`config.mk`:
```
export PLATFORM = sky130hd
export DESIGN_NAME = uart_tx_queue
export DESIGN_NICKNAME = d
export VERILOG_FILES = /design/src/rtl/uart_pkg.sv /design/src/rtl/byte_fifo.sv /design/src/rtl/uart_tx_queue.sv
export SDC_FILE = /design/constraint.sdc
export NUM_CORES = 1
export LEC_CHECK = 0
export CAP_MARGIN = 10
export CORE_ASPECT_RATIO = 0.5
export CORE_MARGIN = 2
export CORE_UTILIZATION = 40
export DETAILED_ROUTE_END_ITERATION = 10
export PLACE_DENSITY = 0.61
export SKIP_CTS_REPAIR_TIMING = 1
export SLEW_MARGIN = 20
export SYNTH_ARGS = -nofsm -noshare
export SYNTH_HDL_FRONTEND = slang
export SYNTH_SLANG_ARGS = --single-unit
```
`constraint.sdc`:
```
create_clock -name ipClk -period 3.68 [get_ports ipClk]
set_input_delay 0.368 -clock ipClk [delete_from_list [all_inputs] [get_ports ipClk]]
set_output_delay 0.368 -clock ipClk [all_outputs]
set_load 0.005 [all_outputs]
```
`src/rtl/uart_pkg.sv`:
```
// Shared types and constants for the UART transmit path.
package uart_pkg;

  localparam int UART_BYTE_W            = 8;
  localparam int UART_TXQ_DEPTH_DEFAULT = 16;

  typedef enum logic [1:0] {
    sIdle,
    sSend,
    sWaitDone
  } tTxqState;

endpackage

```
`src/rtl/byte_fifo.sv`:
```
// Byte FIFO: array storage, wrapping pointers, ADDR_W+1 bit occupancy count.
// The read register doubles as the UART data holding register.
module byte_fifo
  import uart_pkg::*;
#(
  parameter int DEPTH  = UART_TXQ_DEPTH_DEFAULT,
  parameter int ADDR_W = 4
) (
  input  logic                   ipClk,
  input  logic                   nReset,
  input  logic [UART_BYTE_W-1:0] wr_data,
  input  logic                   wr_valid,
  input  logic                   rd_en,
  output logic [UART_BYTE_W-1:0] rd_data,
  output logic [ADDR_W:0]        count,
  output logic                   empty,
  output logic                   full
);

  logic [UART_BYTE_W-1:0] mem_q [DEPTH];
  logic [ADDR_W-1:0]      wr_ptr_q, wr_ptr_d;
  logic [ADDR_W-1:0]      rd_ptr_q, rd_ptr_d;
  logic [ADDR_W:0]        count_q, count_d;
  logic [UART_BYTE_W-1:0] rd_data_q, rd_data_d;
  logic                   push, pop;

  // Flags come from the registered count only, so nothing here depends on wr_valid.
  assign full    = (count_q == (ADDR_W+1)'(DEPTH));
  assign empty   = (count_q == '0);
  assign count   = count_q;
  assign rd_data = rd_data_q;

  always_comb begin
    push      = wr_valid && !full;
    pop       = rd_en && !empty;
    wr_ptr_d  = wr_ptr_q;
    rd_ptr_d  = rd_ptr_q;
    count_d   = count_q;
    rd_data_d = rd_data_q;
    if (push) begin
      wr_ptr_d = wr_ptr_q + ADDR_W'(1);
    end
    if (pop) begin
      rd_ptr_d  = rd_ptr_q + ADDR_W'(1);
      rd_data_d = mem_q[rd_ptr_q];
    end
    case ({push, pop})
      2'b10:   count_d = count_q + (ADDR_W+1)'(1);
      2'b01:   count_d = count_q - (ADDR_W+1)'(1);
      default: count_d = count_q;
    endcase
  end

  always_ff @(posedge ipClk) begin
    if (nReset) begin
      wr_ptr_q  <= '0;
      rd_ptr_q  <= '0;
      count_q   <= '0;
      rd_data_q <= '0;
    end else begin
      wr_ptr_q  <= wr_ptr_d;
      rd_ptr_q  <= rd_ptr_d;
      count_q   <= count_d;
      rd_data_q <= rd_data_d;
    end
  end

  // Storage is not reset so it can map onto RAM primitives.
  always_ff @(posedge ipClk) begin
    if (push) begin
      mem_q[wr_ptr_q] <= wr_data;
    end
  end

endmodule

```
`src/rtl/uart_tx_queue.sv`:
```
// Byte queue that feeds the UART transmitter over its send/busy handshake.
// Define UART_TXQ_TIMEOUT_EN to add the busy-rise timeout and sticky opTimeout.
module uart_tx_queue
  import uart_pkg::*;
#(
  parameter int DEPTH  = UART_TXQ_DEPTH_DEFAULT,
  parameter int ADDR_W = 4
`ifdef UART_TXQ_TIMEOUT_EN
  ,
  parameter int TIMEOUT_CYCLES = 4096
`endif
) (
  input  logic                   ipClk,
  input  logic                   nReset,
  input  logic [UART_BYTE_W-1:0] ipData,
  input  logic                   ipValid,
  output logic                   opReady,
  output logic [ADDR_W:0]        opCount,
  output logic                   opEmpty,
  output logic                   opFull,
  output logic [UART_BYTE_W-1:0] opTxData,
  output logic                   opTxSend,
  input  logic                   ipTxBusy
`ifdef UART_TXQ_TIMEOUT_EN
  ,
  output logic                   opTimeout
`endif
);

  tTxqState state_q, state_d;
  logic     send_q, send_d;
  logic     pop;
  logic     fifo_empty, fifo_full;

  byte_fifo #(
    .DEPTH  (DEPTH),
    .ADDR_W (ADDR_W)
  ) u_fifo (
    .ipClk    (ipClk),
    .nReset   (nReset),
    .wr_data  (ipData),
    .wr_valid (ipValid),
    .rd_en    (pop),
    .rd_data  (opTxData),
    .count    (opCount),
    .empty    (fifo_empty),
    .full     (fifo_full)
  );

  assign opEmpty  = fifo_empty;
  assign opFull   = fifo_full;
  assign opReady  = ~fifo_full;
  assign opTxSend = send_q;

`ifdef UART_TXQ_TIMEOUT_EN
  localparam int TMR_W = $clog2(TIMEOUT_CYCLES) + 1;
  logic [TMR_W-1:0] timer_q, timer_d;
  logic             timeout_q, timeout_d;
  assign opTimeout = timeout_q;
`endif

  always_comb begin
    state_d = state_q;
    send_d  = send_q;
    pop     = 1'b0;
`ifdef UART_TXQ_TIMEOUT_EN
    timeout_d = timeout_q;
    timer_d   = (state_q == sSend) ? timer_q + TMR_W'(1) : '0;
`endif
    case (state_q)
      sIdle: begin
        if (!fifo_empty && !ipTxBusy) begin
          pop     = 1'b1;
          send_d  = 1'b1;
          state_d = sSend;
        end
      end
      sSend: begin
        if (ipTxBusy) begin
          send_d  = 1'b0;
          state_d = sWaitDone;
        end
`ifdef UART_TXQ_TIMEOUT_EN
        // UART never acknowledged: drop this byte and move on.
        else if (timer_q == TMR_W'(TIMEOUT_CYCLES - 1)) begin
          send_d    = 1'b0;
          state_d   = sIdle;
          timeout_d = 1'b1;
        end
`endif
      end
      sWaitDone: begin
        if (!ipTxBusy) begin
          state_d = sIdle;
        end
      end
      default: begin
        send_d  = 1'b0;
        state_d = sIdle;
      end
    endcase
  end

  always_ff @(posedge ipClk) begin
    if (nReset) begin
      state_q <= sIdle;
      send_q  <= 1'b0;
    end else begin
      state_q <= state_d;
      send_q  <= send_d;
    end
  end

`ifdef UART_TXQ_TIMEOUT_EN
  always_ff @(posedge ipClk) begin
    if (nReset) begin
      timer_q   <= '0;
      timeout_q <= 1'b0;
    end else begin
      timer_q   <= timer_d;
      timeout_q <= timeout_d;
    end
  end
`endif

endmodule
```
==> out/qor.csv, run 1 <==
metric,value,unit
outcome,completed,
antenna-violating nets left,0,
die height,91.54,µm
row cnt,31,
via/cell ratio,5.167,
synthesized area,6130,µm²
nets@finish,445,
"flops & latches, synth",152,
Finish-stage setup viols,0,
fin crit share,0.7993,
Peak VDD IR,0.3473,mV
CP bufs+invs,2,
Final WS setup,0.7385,ns
"Clk Latency, worst-skew pair",0.42,ns
gr ovfl total,0,
RSZ-0062 raised after global routing,false,
PD cells,671.6,nW/µm²
Slew Limit Fails,0,
initial core utilization,0.4170,
crit path capture type,register,
average cell area after synthesis,15.76,µm²
Clock Skews,0.008106,ns
Synth top area share,0.6271,
Port Buf Inserts,28,
crit path cell chain,"nor4_4, a21boi_2, inv_1, ha_1, inv_1, fa_1, nor2b_1, o21ai_0, nand3_1, or3b_1, mux2_2",
Sum Neg Setup Slack,0,ns
Post-Place Worst Slack,0.6359,ns
I/O pins,29,
crit-path max cell delay,0.47,ns
sequential-to-total area share from yosys stat,0.7055,
Tmin final,2.941,ns
clk sinks,152,
Inserted Diodes,0,
Slew @ Worst Pin,1.076,ns
syn nets,411,
# H-tree levels,4,
Cell variety after synth,37,
dpl cell area,6614,µm²
area delta synth->final,17.88,%
gp weighted congestion,0.7878,
cells after synthesis,389,
"delay-heaviest family, CP",simple AND/OR/NAND/NOR gates,
number of antenna violations at the first check in global routing,0,
WS Path Type,reg -> reg,
pin count of the biggest net entering global routing,43,
DIE AREA,16390,µm²
final hold vios,0,
Die W,179.1,µm
"Top cell by count, worst path",inv_1,
fin area,7226,µm²
first-pass GRT wire length,19.00,mm
Post-synth top flop,edfxtp_1,
initial drt markers,242,
cell taking the most area after synthesis,edfxtp_1,
routed via count,3276,
Critical-path top delay cell,nor4_4,
Yosys Warn Count,0,
Post-synth EDFFs,128,
Worst-path clk slew,0.06,ns
fillers,1219,
asr flop ratio synth,0,
Clock Tree Root,clkbuf_16,
number of global-route vias before repair,3152,
WL final,12.66,mm
fmax,0.3400,GHz
"Power, Total",0.004853,W
Worst EP arrival,3.24,ns
Core Area,14700,µm²
DRC,0,
worst min path class,reg -> reg,
Max Cap Violations,0,
nature of the critical path startpoint,register,
P_leak,2.258,nW
Num CTS Buffers,17,
gr usage total,0.1640,
CTS tree,yes,
ranking of synthesized cells by area,"edfxtp_1 (63%), dfxtp_1 (7.8%), mux2i_1 (7.5%), mux4_2 (3.7%), nor2_1 (2.4%)",
WL per Instance,19.97,µm
Worst Path Max Fanout,9,
detailed placer's ending HPWL,8.078,mm
share of cells above drive strength 1,0.1284,
WP data required,3.98,ns
Slew HR,0.2805,
clk buf depth,2,
Initial DRT Pass Iterations,5,
==> cells by family after synthesis <==
family,share of synthesized area
AO/OA/AOI/OAI,0.05675
XOR/XNOR,0.01286
adder cells (fa/ha/maj),0.02164
buffers and inverters,0.02409
flip-flops,0.7055
multiplexers,0.1137
AND/OR/NAND/NOR,0.06552
==> state kept, by name, summed over array words and instances (netlist names) <==
name and flops:
u_fifo.mem_q 128, opTxSend 1, u_fifo.count 5, u_fifo.rd_ptr_q 4, u_fifo.wr_ptr_q 4, u_fifo.rd_data 8, state_q 2
==> cells in the final DEF, fill, tap and decap left out, types with 2 or more instances in the layout <==
master / synthesis / final
a211oi_1: 2 / 2
a21oi_1: 6 / 6
a311oi_2: 6 / 6
buf_4: 3 / 6
bufinv_16: 0 / 4
clkbuf_1: 6 / 3
clkbuf_16: 0 / 17
clkdlybuf4s50_1: 0 / 28
clkinv_2: 0 / 2
clkinv_4: 0 / 2
clkinvlp_4: 0 / 2
dfxtp_1: 24 / 23
edfxtp_1: 128 / 128
ha_1: 9 / 9
inv_1: 10 / 10
mux2i_1: 46 / 46
mux4_2: 10 / 10
nand2_1: 19 / 19
nand2b_1: 2 / 2
nand3_1: 2 / 2
nand3b_1: 2 / 2
nand4_1: 2 / 2
nor2_1: 39 / 39
nor2b_1: 3 / 3
nor3_1: 13 / 13
o21ai_0: 4 / 4
o22ai_1: 22 / 22
xnor2_1: 4 / 4
xor2_1: 5 / 5
==> area by class of cell <==
type,instances,area (µm²),area share
sequential,152,4325,0.5986
clock inverter,12,175.2,0.02424
tap,198,247.7,0.03429
inverter,10,37.54,0.005195
clock buffer,20,436.7,0.06043
timing repair buffer,35,345.3,0.04779
multi-input combinational,207,1658,0.2294
==> synth_stat cells, types with 7 or more instances <==
library cell and n:
inv_1 10, ha_1 9, o22ai_1 22, buf_2 7, mux4_2 10, nor3_1 13, dfxtp_1 24, edfxtp_1 128
nor2_1 39, nand2_1 19, mux2i_1 46
==> tightest hold or removal path: stages (launching register included) <==
cell and delay (ns):
dfxtp_1 0.33, a21oi_1 0.06, nor2_1 0.07
==> per-layer routing <==
| layer | routed length, µm | global-route usage | part of all wire | up-vias |
|---|---|---|---|---|
| met1 | 5905 | 0.2305 | 0.47 | 1620 |
| met3 | 822 | 0.05318 | 0.065 | 8 |
| met5 | 0 | 0 | 0 | - |
| met4 | 127 | 0.03997 | 0.010 | 0 |
| met2 | 5803 | 0.2462 | 0.46 | 98 |
| li1 | - | - | - | 1550 |
==> metrics by stage <==
| stage | hold slack, ns | util | instances |
|---|---|---|---|
| CTS | 0.4984 | 0.4915 | 634 |
| floorplan | 0.4595 | - | 389 |
| global placement | 0.4727 | 0.4499 | 602 |
| global route | 0.5361 | 0.4915 | 634 |
| finish | 0.4997 | 0.4915 | 634 |
| detailed placement | 0.4814 | 0.4499 | 602 |
==> power breakdown <==
group | leakage (nW) | switching, W | internal, W | total, W
clock network | 0.292 | 0.000669 | 0.00113 | 0.00180
registers | 1.35 | 0.000117 | 0.00199 | 0.00211
logic | 0.613 | 0.000486 | 0.000458 | 0.000944
total | 2.26 | 0.00127 | 0.00358 | 0.00485
==> path summary, 6_finish.rpt <==
kind	startpoint	slack, ns	end	cells past startpoint
setup / recovery	u_fifo.count[0]	0.74	u_fifo.count[4]	11
hold / removal	opTxSend	0.50	opTxSend	2
setup reg to reg	u_fifo.count[0]	0.74	u_fifo.count[4]	11
hold reg to reg	opTxSend	0.50	opTxSend	2
Power figures use the tool's default switching activity.
==> run 2: changes to the inputs <==
- clock period: 3.68 -> 2.8 ns (I/O delays scaled with it)
==> out/qor.csv, run 2 (same netlist as run 1, synthesis figures left out) <==
metric,value,unit,change
outcome,completed,,
first-pass GRT wire length,19.92,mm,+4.8%
flip-flop count of the largest register after layout,128,,unchanged
I/O pins,29,,unchanged
crit path capture type,register,,
Port Buf Inserts,28,,unchanged
Critical-path top delay cell,dfxtp_4,,
"most common cell after layout, fill and taps aside",edfxtp_1,,
Top reg by flops,u_fifo.mem_q,,
die height,91.54,µm,unchanged
Core Area,14700,µm²,unchanged
crit path cell chain,"nor4_4, buf_4, a2111oi_4, ha_2, inv_1, fa_2, nor2b_2, o21ai_1, nand3_1, or3b_1, mux2_2",,
Max Cap Violations,0,,unchanged
DIE AREA,16390,µm²,unchanged
worst min path class,reg -> reg,,
gr usage total,0.1711,,+0.007087
crit-path max cell delay,0.37,ns,-0.10 ns
fillers,1220,,+0.082%
nets@finish,477,,+7.2%
most frequent cells in the layout,"edfxtp_1 (128), mux2i_1 (46), nor2_1 (39)",,
Slew @ Worst Pin,0.6811,ns,-0.3948 ns
WL final,12.77,mm,+0.90%
Hold WS,0.4945,ns,-0.005221 ns
pin count of the biggest net entering global routing,22,,-49%
hold depth,2,,unchanged
RSZ-0062 raised after global routing,false,,
gr ovfl total,0,,unchanged
antenna-violating nets left,0,,unchanged
Slew HR,0.5459,,+0.2654
via/cell ratio,5.149,,-0.36%
Tmin final,2.632,ns,-0.3099 ns
final hold vios,0,,unchanged
gp weighted congestion,0.8562,,+8.7%
r2r worst-path depth,11,,unchanged
CTS tree,yes,,
detailed placer's ending HPWL,8.446,mm,+4.6%
Finish-stage setup viols,0,,unchanged
Final WS setup,0.1685,ns,-0.5701 ns
WP data required,3.11,ns,-0.87 ns
area delta synth->final,21.82,%,
Inserted Diodes,0,,unchanged
clk buf depth,2,,unchanged
Initial DRT Pass Iterations,4,,-1
DRC,0,,unchanged
"Clk Latency, worst-skew pair",0.42,ns,about the same
initial drt markers,235,,-2.9%
initial core utilization,0.4170,,unchanged
Num CTS Buffers,17,,unchanged
PD cells,846.9,nW/µm²,+26%
Worst EP arrival,2.94,ns,-0.30 ns
row cnt,31,,unchanged
Slew Limit Fails,0,,unchanged
number of antenna violations at the first check in global routing,0,,unchanged
Worst-path clk slew,0.06,ns,about the same
nature of the critical path startpoint,register,,
routed via count,3429,,+4.7%
Peak VDD IR,0.4886,mV,+41%
Die W,179.1,µm,unchanged
P_leak,2.412,nW,+6.8%
WL per Instance,19.18,µm,-3.9%
number of global-route vias before repair,3482,,+10%
# H-tree levels,4,,unchanged
Clock Tree Root,clkbuf_16,,
WS Path Type,reg -> reg,,
clk sinks,152,,unchanged
fmax,0.3800,GHz,+12%
share of cells above drive strength 1,0.2094,,+0.08096
Clock Skews,0.007411,ns,-0.0006948 ns
fin crit share,0.9398,,+0.1405
Post-Place Worst Slack,-0.04893,ns,-0.6848 ns
Worst Path Max Fanout,4,,-5
-- run 2: cell types whose count changed in the layout (fill, tap and decap cells not counted), moves of 2 or more --
cell	previous run	this run
buf_4	6	36
clkinv_4	2	4
inv_8	0	3
clkinv_2	2	0
clkbuf_1	3	0
dfxtp_1	23	18
dfxtp_2	1	5
bufinv_16	4	1
buf_12	1	3
-- run 2: layout make-up --
type | instances | area (µm²) | share of cell area
well taps | 198 | 247.7 | 0.03318
flip-flops and latches | 152 | 4334 | 0.5804
clock buffers | 17 | 425.4 | 0.05697
repair buffers | 67 | 610.6 | 0.08177
multi-input cells | 207 | 1665 | 0.2230
clock inverters | 15 | 146.4 | 0.01960
inverters | 10 | 37.54 | 0.005027
-- run 2: worst paths after layout --
path / slack (ns) / to / from
worst max-delay path: 0.17 / u_fifo.count[4] / u_fifo.count[0]
worst min-delay path: 0.49 / opTxSend / opTxSend
worst max register to register: 0.17 / u_fifo.count[4] / u_fifo.count[0]
worst min register to register: 0.49 / opTxSend / opTxSend
-- run 2: worst max-delay path: cells and delay by family, from the launching register on --
kind / cells / cell delay, ns
muxes: 1 / 0.27
and+or+nand+nor: 4 / 0.60
buffers and inverters: 2 / 0.22
DFF: 1 / 0.37
adders and majority gates: 2 / 0.61
AOI/OAI and AO/OA: 2 / 0.45
-- run 2: power by group --
part | switching (W) | internal (W)
Sequential | 0.000124 | 0.00262
Clock | 0.000947 | 0.00124
Combinational | 0.000685 | 0.000703
-- run 2: per-layer routing --
metal / GRT usage / vias to the layer above / share of wire
li1: - / 1621 / -
met4: 0.06436 / 0 / 0.014
met2: 0.2596 / 79 / 0.46
met3: 0.04690 / 14 / 0.061
met5: 0 / - / 0
met1: 0.2346 / 1715 / 0.47
-- run 2: per-stage QoR --
stage | std cells | power (W) | utilization | TNS, ns | area, µm²
final | 666 | 0.006324 | 0.5080 | 0 | 7467
after global placement | 631 | 0.004136 | 0.4666 | -0.0003086 | 6859
after CTS | 663 | 0.006348 | 0.5055 | 0 | 7431
after floorplan | 389 | 0.003574 | - | 0 | 6136
after detailed placement | 631 | 0.004160 | 0.4666 | -0.04893 | 6859
after global routing | 666 | 0.006617 | 0.5080 | 0 | 7467
